### config.mk
export PLATFORM = sky130hd
export DESIGN_NAME = seg2bcd_scan_flat
export DESIGN_NICKNAME = d
export VERILOG_FILES = /design/src/rtl/seg2bcd_scan_if.sv /design/src/rtl/seg2bcd_scan.sv /design/src/flat_wrapper.sv
export SDC_FILE = /design/constraint.sdc
export NUM_CORES = 1
export LEC_CHECK = 0
export ABC_AREA = 0
export CAP_MARGIN = 15
export CORE_MARGIN = 3
export CORE_UTILIZATION = 42
export CTS_CLUSTER_SIZE = 10
export DETAILED_ROUTE_END_ITERATION = 6
export GPL_TIMING_DRIVEN = 0
export HOLD_SLACK_MARGIN = 0.1
export PLACE_DENSITY = 0.68
export SYNTH_ARGS = -nofsm -noshare
export SYNTH_HDL_FRONTEND = slang
export SYNTH_SLANG_ARGS = --single-unit
### constraint.sdc
create_clock -name clk -period 2.72 [get_ports clk]
set_clock_uncertainty 0.05 [all_clocks]
set_input_delay 0.544 -clock clk [delete_from_list [all_inputs] [get_ports clk]]
set_output_delay 0.544 -clock clk [all_outputs]
set_load 0.01 [all_outputs]
### src/rtl/seg2bcd_scan_if.sv
// Display-side bus of the 7-segment capture block: sampled segment/select lines in,
// decoded per-digit BCD, error flags and status out.
interface seg2bcd_scan_if #(
    parameter int DIGITS = 4
);
    logic [6:0]          seg_in;
    logic [DIGITS-1:0]   dig_in;
    logic [4*DIGITS-1:0] bcd_out;
    logic [DIGITS-1:0]   err_out;
    logic                upd_out;
    logic                valid_out;

    modport master (
        output seg_in, dig_in,
        input  bcd_out, err_out, upd_out, valid_out
    );

    modport slave (
        input  seg_in, dig_in,
        output bcd_out, err_out, upd_out, valid_out
    );
endinterface

### src/rtl/seg2bcd_scan.sv
// Reads a multiplexed 7-segment display bus back into per-digit BCD values, committing
// a digit only after its select and pattern have held for STABLE registered samples.
module seg2bcd_scan #(
    parameter int DIGITS  = 4,
    parameter int STABLE  = 3,
    parameter int TIMEOUT = 65535
) (
    input  logic          clk,
    input  logic          rst_n,
    seg2bcd_scan_if.slave io_bus
);
    localparam int TW = $clog2(TIMEOUT + 1);

    logic [6:0]          r_seg;
    logic [6:0]          r_seg_prev;
    logic [DIGITS-1:0]   r_dig;
    logic [DIGITS-1:0]   r_dig_prev;
    logic [3:0]          r_cnt;
    logic [TW-1:0]       r_tmo;
    logic [4*DIGITS-1:0] r_bcd;
    logic [DIGITS-1:0]   r_err;
    logic [DIGITS-1:0]   r_seen;
    logic                r_upd;
    logic                r_valid;

    logic [3:0]          w_cnt_next;
    logic                w_onehot;
    logic                w_same;
    logic                w_commit;
    logic                w_tmo_hit;
    logic [3:0]          w_val;
    logic                w_err;
    logic [DIGITS-1:0]   w_hit;
    logic [4*DIGITS-1:0] w_bcd_next;
    logic [DIGITS-1:0]   w_err_next;
    logic [DIGITS-1:0]   w_seen_next;

    // r_seg/r_dig is the current sample; r_*_prev is the one before it
    always_ff @(posedge clk or negedge rst_n) begin
        if (!rst_n) begin
            r_seg      <= '0;
            r_dig      <= '0;
            r_seg_prev <= '0;
            r_dig_prev <= '0;
        end else begin
            r_seg      <= io_bus.seg_in;
            r_dig      <= io_bus.dig_in;
            r_seg_prev <= r_seg;
            r_dig_prev <= r_dig;
        end
    end

    assign w_onehot = (r_dig != '0) && ((r_dig & (r_dig - DIGITS'(1))) == '0);
    assign w_same   = (r_seg == r_seg_prev) && (r_dig == r_dig_prev);

    always_comb begin
        w_cnt_next = r_cnt;
        if (!w_onehot) begin
            w_cnt_next = 4'd0;
        end else if (!w_same || (r_cnt == 4'd0)) begin
            w_cnt_next = 4'd1;
        end else if (r_cnt < 4'(STABLE)) begin
            w_cnt_next = r_cnt + 4'd1;
        end
    end

    // Fires only on the transition into STABLE, so a held dwell commits once
    assign w_commit  = w_onehot && (w_cnt_next == 4'(STABLE)) && (r_cnt != 4'(STABLE));
    assign w_tmo_hit = !w_commit && (r_tmo == TW'(TIMEOUT - 1));

    always_comb begin
        w_val = 4'hE;
        w_err = 1'b0;
        case (r_seg)
            7'b0111111: w_val = 4'd0;
            7'b0000110: w_val = 4'd1;
            7'b1011011: w_val = 4'd2;
            7'b1001111: w_val = 4'd3;
            7'b1100110: w_val = 4'd4;
            7'b1101101: w_val = 4'd5;
            7'b1111101: w_val = 4'd6;
            7'b0000111: w_val = 4'd7;
            7'b1111111: w_val = 4'd8;
            7'b1101111: w_val = 4'd9;
            7'b0000000: w_val = 4'hF;
            default: begin
                w_val = 4'hE;
                w_err = 1'b1;
            end
        endcase
    end

    genvar gi;
    generate
        for (gi = 0; gi < DIGITS; gi++) begin : g_slot
            assign w_hit[gi]             = w_commit & r_dig[gi];
            assign w_bcd_next[4*gi +: 4] = w_hit[gi] ? w_val :
                                           (w_tmo_hit ? 4'hF : r_bcd[4*gi +: 4]);
            assign w_err_next[gi]        = w_hit[gi] ? w_err :
                                           (w_tmo_hit ? 1'b0 : r_err[gi]);
            assign w_seen_next[gi]       = w_hit[gi] | (~w_tmo_hit & r_seen[gi]);
        end
    endgenerate

    // The counter wraps to 0 on the timeout edge, so it never needs to saturate
    always_ff @(posedge clk or negedge rst_n) begin
        if (!rst_n) begin
            r_cnt   <= 4'd0;
            r_tmo   <= '0;
            r_bcd   <= '1;
            r_err   <= '0;
            r_seen  <= '0;
            r_upd   <= 1'b0;
            r_valid <= 1'b0;
        end else begin
            r_cnt   <= w_cnt_next;
            r_tmo   <= (w_commit || w_tmo_hit) ? '0 : r_tmo + TW'(1);
            r_bcd   <= w_bcd_next;
            r_err   <= w_err_next;
            r_seen  <= w_seen_next;
            r_upd   <= w_commit;
            r_valid <= &w_seen_next;
        end
    end

    assign io_bus.bcd_out   = r_bcd;
    assign io_bus.err_out   = r_err;
    assign io_bus.upd_out   = r_upd;
    assign io_bus.valid_out = r_valid;
endmodule

### src/flat_wrapper.sv
// flat-port wrapper written by rule: the top's interface ports become plain ports
module seg2bcd_scan_flat 
#(
    parameter int DIGITS  = 4,
    parameter int STABLE  = 3,
    parameter int TIMEOUT = 65535
)
  (clk, rst_n, io_bus_seg_in, io_bus_dig_in, io_bus_bcd_out, io_bus_err_out, io_bus_upd_out, io_bus_valid_out);
  seg2bcd_scan_if #(.DIGITS(DIGITS)) io_bus_i ();
  input  logic clk;
  input  logic rst_n;
  input wire logic [$bits(io_bus_i.seg_in)-1:0] io_bus_seg_in;
  input wire logic [$bits(io_bus_i.dig_in)-1:0] io_bus_dig_in;
  output wire logic [$bits(io_bus_i.bcd_out)-1:0] io_bus_bcd_out;
  output wire logic [$bits(io_bus_i.err_out)-1:0] io_bus_err_out;
  output wire logic [$bits(io_bus_i.upd_out)-1:0] io_bus_upd_out;
  output wire logic [$bits(io_bus_i.valid_out)-1:0] io_bus_valid_out;
  assign io_bus_i.seg_in = io_bus_seg_in;
  assign io_bus_i.dig_in = io_bus_dig_in;
  assign io_bus_bcd_out = io_bus_i.bcd_out;
  assign io_bus_err_out = io_bus_i.err_out;
  assign io_bus_upd_out = io_bus_i.upd_out;
  assign io_bus_valid_out = io_bus_i.valid_out;
  seg2bcd_scan #(.DIGITS(DIGITS), .STABLE(STABLE), .TIMEOUT(TIMEOUT)) u_core (.clk(clk), .rst_n(rst_n), .io_bus(io_bus_i));
endmodule
Yosys cells after proc, flatten, opt, wreduce, memory -nomap -nowiden
Cells that the tools add are included.

$add $sub $neg: 3. Multiply operators: 0. Divide/modulo/power cells: 0. $lt $le $gt $ge: 1. Equal/unequal tests: 15. Shifts and indexed selects: 0. Mux-type cells: 16. Bitwise operators: 14. Reduce and logical (&&, ||, !) cells: 19.

Operators with widths (number): $eq A7 B7 Y1 const B (7); $pmux W4 S11 (1); $mux W4 (8); $add A16 B1 Y16 const B (1); $eq A16 B16 Y1 const B (1); $mux W16 (1); $eq A7 B3 Y1 const B (2); $reduce_or A11 Y1 (1); $and A1 B1 Y1 (8); $logic_not A4 Y1 (2); $reduce_bool A2 Y1 (4); $eq A7 B6 Y1 const B (1); $eq A7 B7 Y1 (1); $logic_not A7 Y1 (1); $mux W1 (6); $logic_and A1 B1 Y1 (5); $add A4 B1 Y4 const B (1); $and A4 B4 Y4 (1); $eq A4 B2 Y1 const B (1); $eq A4 B4 Y1 (1); $lt A4 B2 Y1 const B (1); $ne A4 B2 Y1 const B (1); $or A1 B1 Y1 (4); $reduce_and A4 Y1 (1); other kinds (5) (7).

Bits in registers: 68. Latch bits: 0. Memory bits (writable): 0. Memory bits (read-only): 0. Input port bits: 13. Output and inout bits: 22. Memories: 0.

Longest topological paths before layout
Gate-level depths: netlist of the first run.

Depth after elaboration: 15. Depth in mapped cells: 9. Mapped depth without buffers: 8.

Worst setup path before layout of the first run
No wires, ideal clock.

Kind: register to register. Start: register u_core.r_dig[2]. End: register u_core.r_valid, in the netlist u_core.io_bus.valid_out. Setup time: 0.096 ns. Data arrival time: 2.260 ns. Slack: 0.314 ns. Stages on the path, launching flop included: 9. Cell sequence: dfrtp_1 clkbuf_1 or4b_1 o311a_1 nor4_4 and3_1 buf_6 o22ai_2 nor4_2.

Word-level cells in the longest chain between the ends: 15. Elaborated cells between the ends (all ways): 30. Those cells by class: add/sub: 1; eq/ne: 2; mux: 2; bitwise: 14; reduce/logical: 11.

RTL lines: from (decl) (line seg2bcd_scan.sv:16) `logic [DIGITS-1:0] r_dig;`; from (signal assigned) (line seg2bcd_scan.sv:47) `r_dig <= io_bus.dig_in;`; parallel branches: the longest is 14 deep, another holds $sub A4 B1 Y4; $reduce_and A4 Y1 (*) (line seg2bcd_scan.sv:122) `r_valid <= &w_seen_next;`; to (signal assigned) (line seg2bcd_scan.sv:122); to (decl) (line seg2bcd_scan.sv:24) `logic r_valid;`.

Mark *: on every way between the ends. A chain may end at the register's enable or synchronous reset.

Final worst setup path of the first run
Start: register u_core.r_dig[2]. End: register u_core.r_tmo[14].

Word-level cells in the longest chain between the ends: 13. Elaborated cells between the ends (all ways): 18. Those cells by class: add/sub: 1; eq/ne: 2; mux: 3; bitwise: 1; reduce/logical: 11.

RTL lines: parallel branches: the longest is 7 deep, another holds $sub A4 B1 Y4; $logic_and A1 B1 Y1 (*) (2 in a row) (line seg2bcd_scan.sv:68) `assign w_commit = w_onehot && (w_cnt_next == 4'(STABLE)) && (r_cnt != 4'(STABLE));`; $logic_not A1 Y1 (line seg2bcd_scan.sv:69) `assign w_tmo_hit = !w_commit && (r_tmo == TW'(TIMEOUT - 1));`; $logic_and A1 B1 Y1 (line seg2bcd_scan.sv:69); $logic_or A1 B1 Y1 (*) (line seg2bcd_scan.sv:117) `r_tmo <= (w_commit || w_tmo_hit) ? '0 : r_tmo + TW'(1);`; $mux W16 (*) (line seg2bcd_scan.sv:117); to (signal assigned) (line seg2bcd_scan.sv:117); to (decl) (line seg2bcd_scan.sv:19) `logic [TW-1:0] r_tmo;`.

Marks and branches as above.

==> results.toml, run 1 <==
[run_status]
status = "finished, final reports clean"

[flow_run]
drv_cap = 0

[setup_path]
slowest_delay_ns = 0.55
critPathKind = "register to register"
start_kind = "register"
crit_slowest_cell = "or4b_1"
crit_chain = "clkbuf_1, or4b_1, o311a_1, nor4_1, nand2_1, o31ai_1, buf_4, nor2_1"
path_max_fanout = 10
required_ns = 2.90
end_kind = "register"
arrival_ns = 2.69
crit_family = "simple AND/OR/NAND/NOR gates"
path_buf_inv = 2

[yosys]
synth_top_family_by_area = "simple AND/OR/NAND/NOR gates"
synthCells = 268
synth_flop_cell = "dfrtp_1"
synth.top_cell.area_share_pct = 43.73
yosys_warnings = 0
synthesis.area_sq_mm = 0.002975
synthSimpleGateAreaFrac_pct = 19.89
avgSynthCellArea_sq_um = 11.10
ys_seq_area_share_pct = 57.86
synth_compound_area_share_pct = 6.013
synth-xor-area-share_pct = 8.242
synth_edf_count = 0
ys_ff_latch = 68
syn_nets = 285
synth_area_leader_cell = "dfrtp_1"
synthTopCellsByArea = "dfrtp_1 (44%), dfstp_2 (14%), xnor2_1 (5.0%)"
yosysUniqueCellTypes = 41
yosysMostFrequentCell = "dfrtp_1"
synth_fa_ha_area_share_pct = 1.682
muxShareOfSynthArea_pct = 3.701
async_reset_ff_share_pct = 100.0
ys_top_cells_by_count = "dfrtp_1 (52), nor2_1 (37), xnor2_1 (17)"

[final_layout]
final_util_pct = 53.35
areaGrowthSynthToFinish_pct = 22.50
diodes = 0
layout.nets = 331
drive_gt1_share_pct = 13.48
fin_area_sq_mm = 0.003645

[worst_hold_path]
min_path_type = "primary input to async pin"

[power_and_ir_drop]
p_int_w = 0.001527
power.density_mw_per_mm2 = 551.1
p_seq_share_pct = 54.3
ir_drop_v = 0.0003662
switching_power_w = 0.0004822
p_clk_share_pct = 39.2
power_frac_comb_pct = 6.5
switching_share_pct = 24.00
p_leak_nw = 1.595

[detailed_routing]
first_iter_violations = 114
first_pass_iters = 4
drt-wirelength-per-cell_um = 13.26
antenna_left = 0
vias = 2089
drc = 0
via_per_inst = 5.034
routed_wl_mm = 5.504

[floorplanning]
core_sq_mm = 0.006832
io_pins = 35
fp.dieArea_sq_mm = 0.008130
num_rows = 30
die_w_um = 90.17
start_util_pct = 43.55
die_h_um = 90.17

[clocking]
htreeDepth = 3
clk_path_buf_depth = 2
cts_sinks = 68
cts_hold_buf = 0
clk_pin_slew_worst_paths_ns = 0.07
worstSkewPairLatency_ns = 0.34
cts-root-buf = "clkbuf_8"
cts_tree = "done"
cts_buffers = 9

[global_routing]
grt_first_pass_wirelength_mm = 9.756
grt_start_max_net_pins = 69
track_usage_pct = 14.90
grt_pass1_vias = 2087
overflow = 0
grt_antenna_before_repair = 0

[timing]
period_share_pct = 92.54
rsz0062_at_grt = "no"
hold_viol_final = 0
worst_slew_pin_slew_ns = 0.8837
setup_viol = 0
slew_violations = 0
clock.fmax_mhz = 397.3
layout_min_cycle_time_ns = 2.517
max-slew-margin-rel_pct = 40.59

[place]
placed_area_sq_mm = 0.003433
gp_congestion = 0.8189
hpwl_mm = 3.892
io_buffers = 34
-- state kept, by name (all words and copies together), names as in the netlist --
| signal | count |
|---|---|
| u_core.r_dig | 4 |
| u_core.r_cnt | 4 |
| u_core.io_bus.upd_out | 1 |
| u_core.io_bus.err_out | 4 |
| u_core.r_seen | 4 |
| u_core.r_tmo | 16 |
| u_core.r_seg_prev | 7 |
| u_core.io_bus.bcd_out | 16 |
| u_core.r_dig_prev | 4 |
| u_core.io_bus.valid_out | 1 |
| u_core.r_seg | 7 |
-- layout make-up --
class | instances | area, sq um
inverter | 5 | 18.77
fill | 621 | 3187
tap | 96 | 120.1
multi-input combinational | 182 | 1176
clock buffer | 12 | 166.4
clock inverter | 4 | 28.78
timing repair buffer | 36 | 352.8
sequential | 68 | 1722
buffer | 12 | 60.06
-- through the flow --
stage / TNS, ns / instances / hold WS (ns) / total power, W / setup slack, ns
after floorplan: 0 / 268 / 0.1984 / 0.001178 / 0.3141
after global placement: -63.87 / 398 / 0.3046 / 0.001235 / -1.117
after detailed placement: 0 / 398 / 0.3104 / 0.001241 / 0.03094
after CTS: 0 / 414 / 0.2733 / 0.002037 / 0.006886
after global routing: 0 / 415 / 0.3195 / 0.002103 / 0.02813
final: 0 / 415 / 0.2620 / 0.002009 / 0.2029
-- power by group through the flow --
| stage | registers [W] | clock network (W) | logic, W |
|---|---|---|---|
| global route | 0.00110 | 0.000858 | 0.000150 |
| global placement | 0.00110 | 0 | 0.000131 |
| floorplan | 0.00110 | 0 | 0.0000820 |
| CTS | 0.00109 | 0.000812 | 0.000136 |
| finish | 0.00109 | 0.000787 | 0.000131 |
| detailed placement | 0.00111 | 0 | 0.000136 |
-- cells in the final DEF (no fill, tap or decap), types with 3 or more instances in the layout --
master and instances:
nor3_1 12, a21oi_1 12, dfstp_2 16, and2_1 3
clkbuf_8 10, clkbuf_1 8, xor2_1 11, nand4_1 8
clkdlybuf4s50_1 33, nand2_1 12, mux2i_1 11, nand3_1 11
ha_1 4, dfrtp_1 52, xnor2_1 17, and3_1 9
buf_4 4, inv_1 5, o21ai_0 5, nor2_1 37
-- timing repair --
item / CTS / global route
setup buffers: 0 / 2
gates resized for setup: 0 / 7
endpoints found under the setup margin: 0 / 30
-- final timing paths --
path                                  from                    to  slack, ns  cells after the start
min in group clk           u_core.r_dig[0]  u_core.r_dig_prev[0]       0.32                      0
min reg2reg                u_core.r_dig[0]  u_core.r_dig_prev[0]       0.32                      0
max reg2reg                u_core.r_dig[2]      u_core.r_tmo[14]       0.20                      8
min                                  rst_n       u_core.r_cnt[1]       0.26                      1
max in group asynchronous            rst_n       u_core.r_tmo[5]       1.84                      1
max                        u_core.r_dig[2]      u_core.r_tmo[14]       0.20                      8
-- per-layer routing --
| layer | routed length, um | up-vias | global-route usage (%) |
|---|---|---|---|
| met5 | 0 | - | 0 |
| li1 | - | 1024 | - |
| met1 | 2539 | 1010 | 18.97 |
| met2 | 2642 | 45 | 23.71 |
| met3 | 218 | 10 | 4.184 |
| met4 | 103 | 0 | 6.633 |
-- kinds of logic (layout without fill, tap and decap cells) --
group,Yosys count,in the layout
DFF,68,68
muxes,11,11
and+or+nand+nor,111,111
adders and majority gates,4,4
xor gates and xnor gates,28,28
AOI/OAI and AO/OA,28,28
buffers and inverters,18,69
(Power assumes the default switching activity.)
==> run 2: changes to the inputs <==
Settings changed: CORE_ASPECT_RATIO from default to 1.2, TNS_END_PERCENT from default to 1.
Clock period 2.72 ns to 2.7 ns, I/O delays scaled along.
==> results.toml, run 2 (synthesis gave the netlist of run 1 again) <==
[global_routing]
track_usage_pct = 14.91
grt_start_max_net_pins = 69
grt_first_pass_wirelength_mm = 9.763
overflow = 0
grt_pass1_vias = 2081
grt_antenna_before_repair = 0

[power_and_ir_drop]
power_frac_comb_pct = 6.7
switching_power_w = 0.0004950
power.density_mw_per_mm2 = 551.0
p_leak_nw = 1.592
p_seq_share_pct = 54.7
switching_share_pct = 24.75
p_int_w = 0.001505
ir_drop_v = 0.0003150
p_clk_share_pct = 38.6

[setup_path]
rrSetupSlack_ns = 0.19
slowest_delay_ns = 0.55
critPathKind = "register to register"
end_kind = "register"
crit_start = "u_core.r_dig[2]"
crit_chain = "clkbuf_1, or4b_1, o311a_1, nor4_4, buf_4, and3_1, buf_6, o22ai_2, nor4_2"
reg2reg_depth = 9
path_max_fanout = 10
arrival_ns = 2.71
r2r_start = "u_core.r_dig[2]"
start_kind = "register"
crit_slowest_cell = "or4b_1"
r2r_end = "u_core.io_bus.valid_out"
required_ns = 2.90
endpoint = "u_core.io_bus.valid_out"

[clocking]
clk_pin_slew_worst_paths_ns = 0.07
htreeDepth = 3
cts_tree = "done"
cts_hold_buf = 0
cts-root-buf = "clkbuf_8"
worstSkewPairLatency_ns = 0.33
cts_buffers = 9
cts_sinks = 68
clk_path_buf_depth = 2

[place]
hpwl_mm = 3.919
gp_congestion = 0.7504
dp_cells = 389
placed_area_sq_mm = 0.003422
io_buffers = 34

[detailed_routing]
first_iter_violations = 127
via_per_inst = 5.158
routed_wl_mm = 5.548
vias = 2094
drc = 0
drt-wirelength-per-cell_um = 13.67
antenna_left = 0
first_pass_iters = 4

[timing]
clock.fmax_mhz = 398.2
period_share_pct = 93.00
worst_slew_pin_slew_ns = 0.8382
hold_viol_final = 0
rsz0062_at_grt = "yes"
layout_min_cycle_time_ns = 2.511
setup-tns-final_ns = 0
max-slew-margin-rel_pct = 44.12
setup_viol = 0
slew_violations = 0
hold_slack_ns = 0.2274

[final_layout]
final_util_pct = 52.96
mostFrequentLayoutCells = "dfrtp_1 (52), nor2_1 (37), clkdlybuf4s50_1 (33)"
fin_area_sq_mm = 0.003630
drive_gt1_share_pct = 14.11
areaGrowthSynthToFinish_pct = 21.99
nFillCells = 641
diodes = 0
layout_commonest_cell = "dfrtp_1"
fin_cells = 406
layout.nets = 331

[worst_hold_path]
min_path_type = "primary input to async pin"

[floorplanning]
num_rows = 33
io_pins = 35
die_h_um = 98.20
start_util_pct = 43.41
fp.dieArea_sq_mm = 0.008134
die_w_um = 82.84
core_sq_mm = 0.006854

[flow_run]
drv_cap = 0

[run_status]
status = "finished, final reports clean"
[run 2: per-stage QoR]
step	setup slack (ns)	power (W)
2_1_floorplan	0.2941	0.001187
3_3_place_gp	-1.159	0.001244
3_5_place_dp	-0.05194	0.001249
4_1_cts	0.03631	0.002023
5_1_grt	-0.01082	0.002097
6_report	0.1889	0.002000
[run 2: worst min path at each step]
stage	from	to	slack (ns)	depth (start not counted)
final	rst_n	u_core.r_dig[2]	0.23	1
after global routing	rst_n	u_core.r_seg_prev[3]	0.31	1
after CTS	rst_n	u_core.r_dig[2]	0.29	1
after detailed placement	u_core.r_seg[5]	u_core.r_seg_prev[5]	0.31	0
after global placement	u_core.r_seg[2]	u_core.r_seg_prev[2]	0.31	0
after floorplan	rst_n	u_core.io_bus.err_out[0]	0.19	0
[run 2: critical path, delay by kind of cell (launching register included)]
kind | cells | cell delay (ns)
AOI/OAI and AO/OA | 2 | 0.30
buffers and inverters | 3 | 0.52
DFF | 1 | 0.38
and+or+nand+nor | 4 | 1.18
[run 2: layout make-up]
| cell class | instances | area [sq um] | share of cell area, % |
|---|---|---|---|
| flip-flops and latches | 68 | 1722 | 47.43 |
| multi-input cells | 182 | 1186 | 32.68 |
| repair buffers | 35 | 345.3 | 9.514 |
| clock buffers | 11 | 151.4 | 4.171 |
| well taps | 87 | 108.9 | 2.999 |
| plain buffers | 13 | 63.81 | 1.758 |
| clock inverters | 5 | 33.78 | 0.9307 |
| inverters | 5 | 18.77 | 0.5171 |
[run 2: power groups by stage]
| stage | logic [W] | registers (W) | clock network [W] |
|---|---|---|---|
| after detailed placement | 0.000137 | 0.00111 | 0 |
| after floorplan | 0.0000826 | 0.00110 | 0 |
| after CTS | 0.000137 | 0.00109 | 0.000791 |
| after global placement | 0.000133 | 0.00111 | 0 |
| final | 0.000134 | 0.00109 | 0.000771 |
| after global routing | 0.000154 | 0.00110 | 0.000844 |
[run 2: routing by layer]
layer	wire (um)	vias up	GRT usage (%)
li1	-	1022	-
met1	2419	1039	18.59
met2	2856	26	24.51
met3	192	7	4.219
met4	78	0	5.912
met5	0	-	0
[run 2: what timing repair did]
item                       CTS  global route
setup endpoints to repair   17            29
pin swaps                    1             1
cloned                       0             0
resized for setup            1             7
setup buffers                0             1
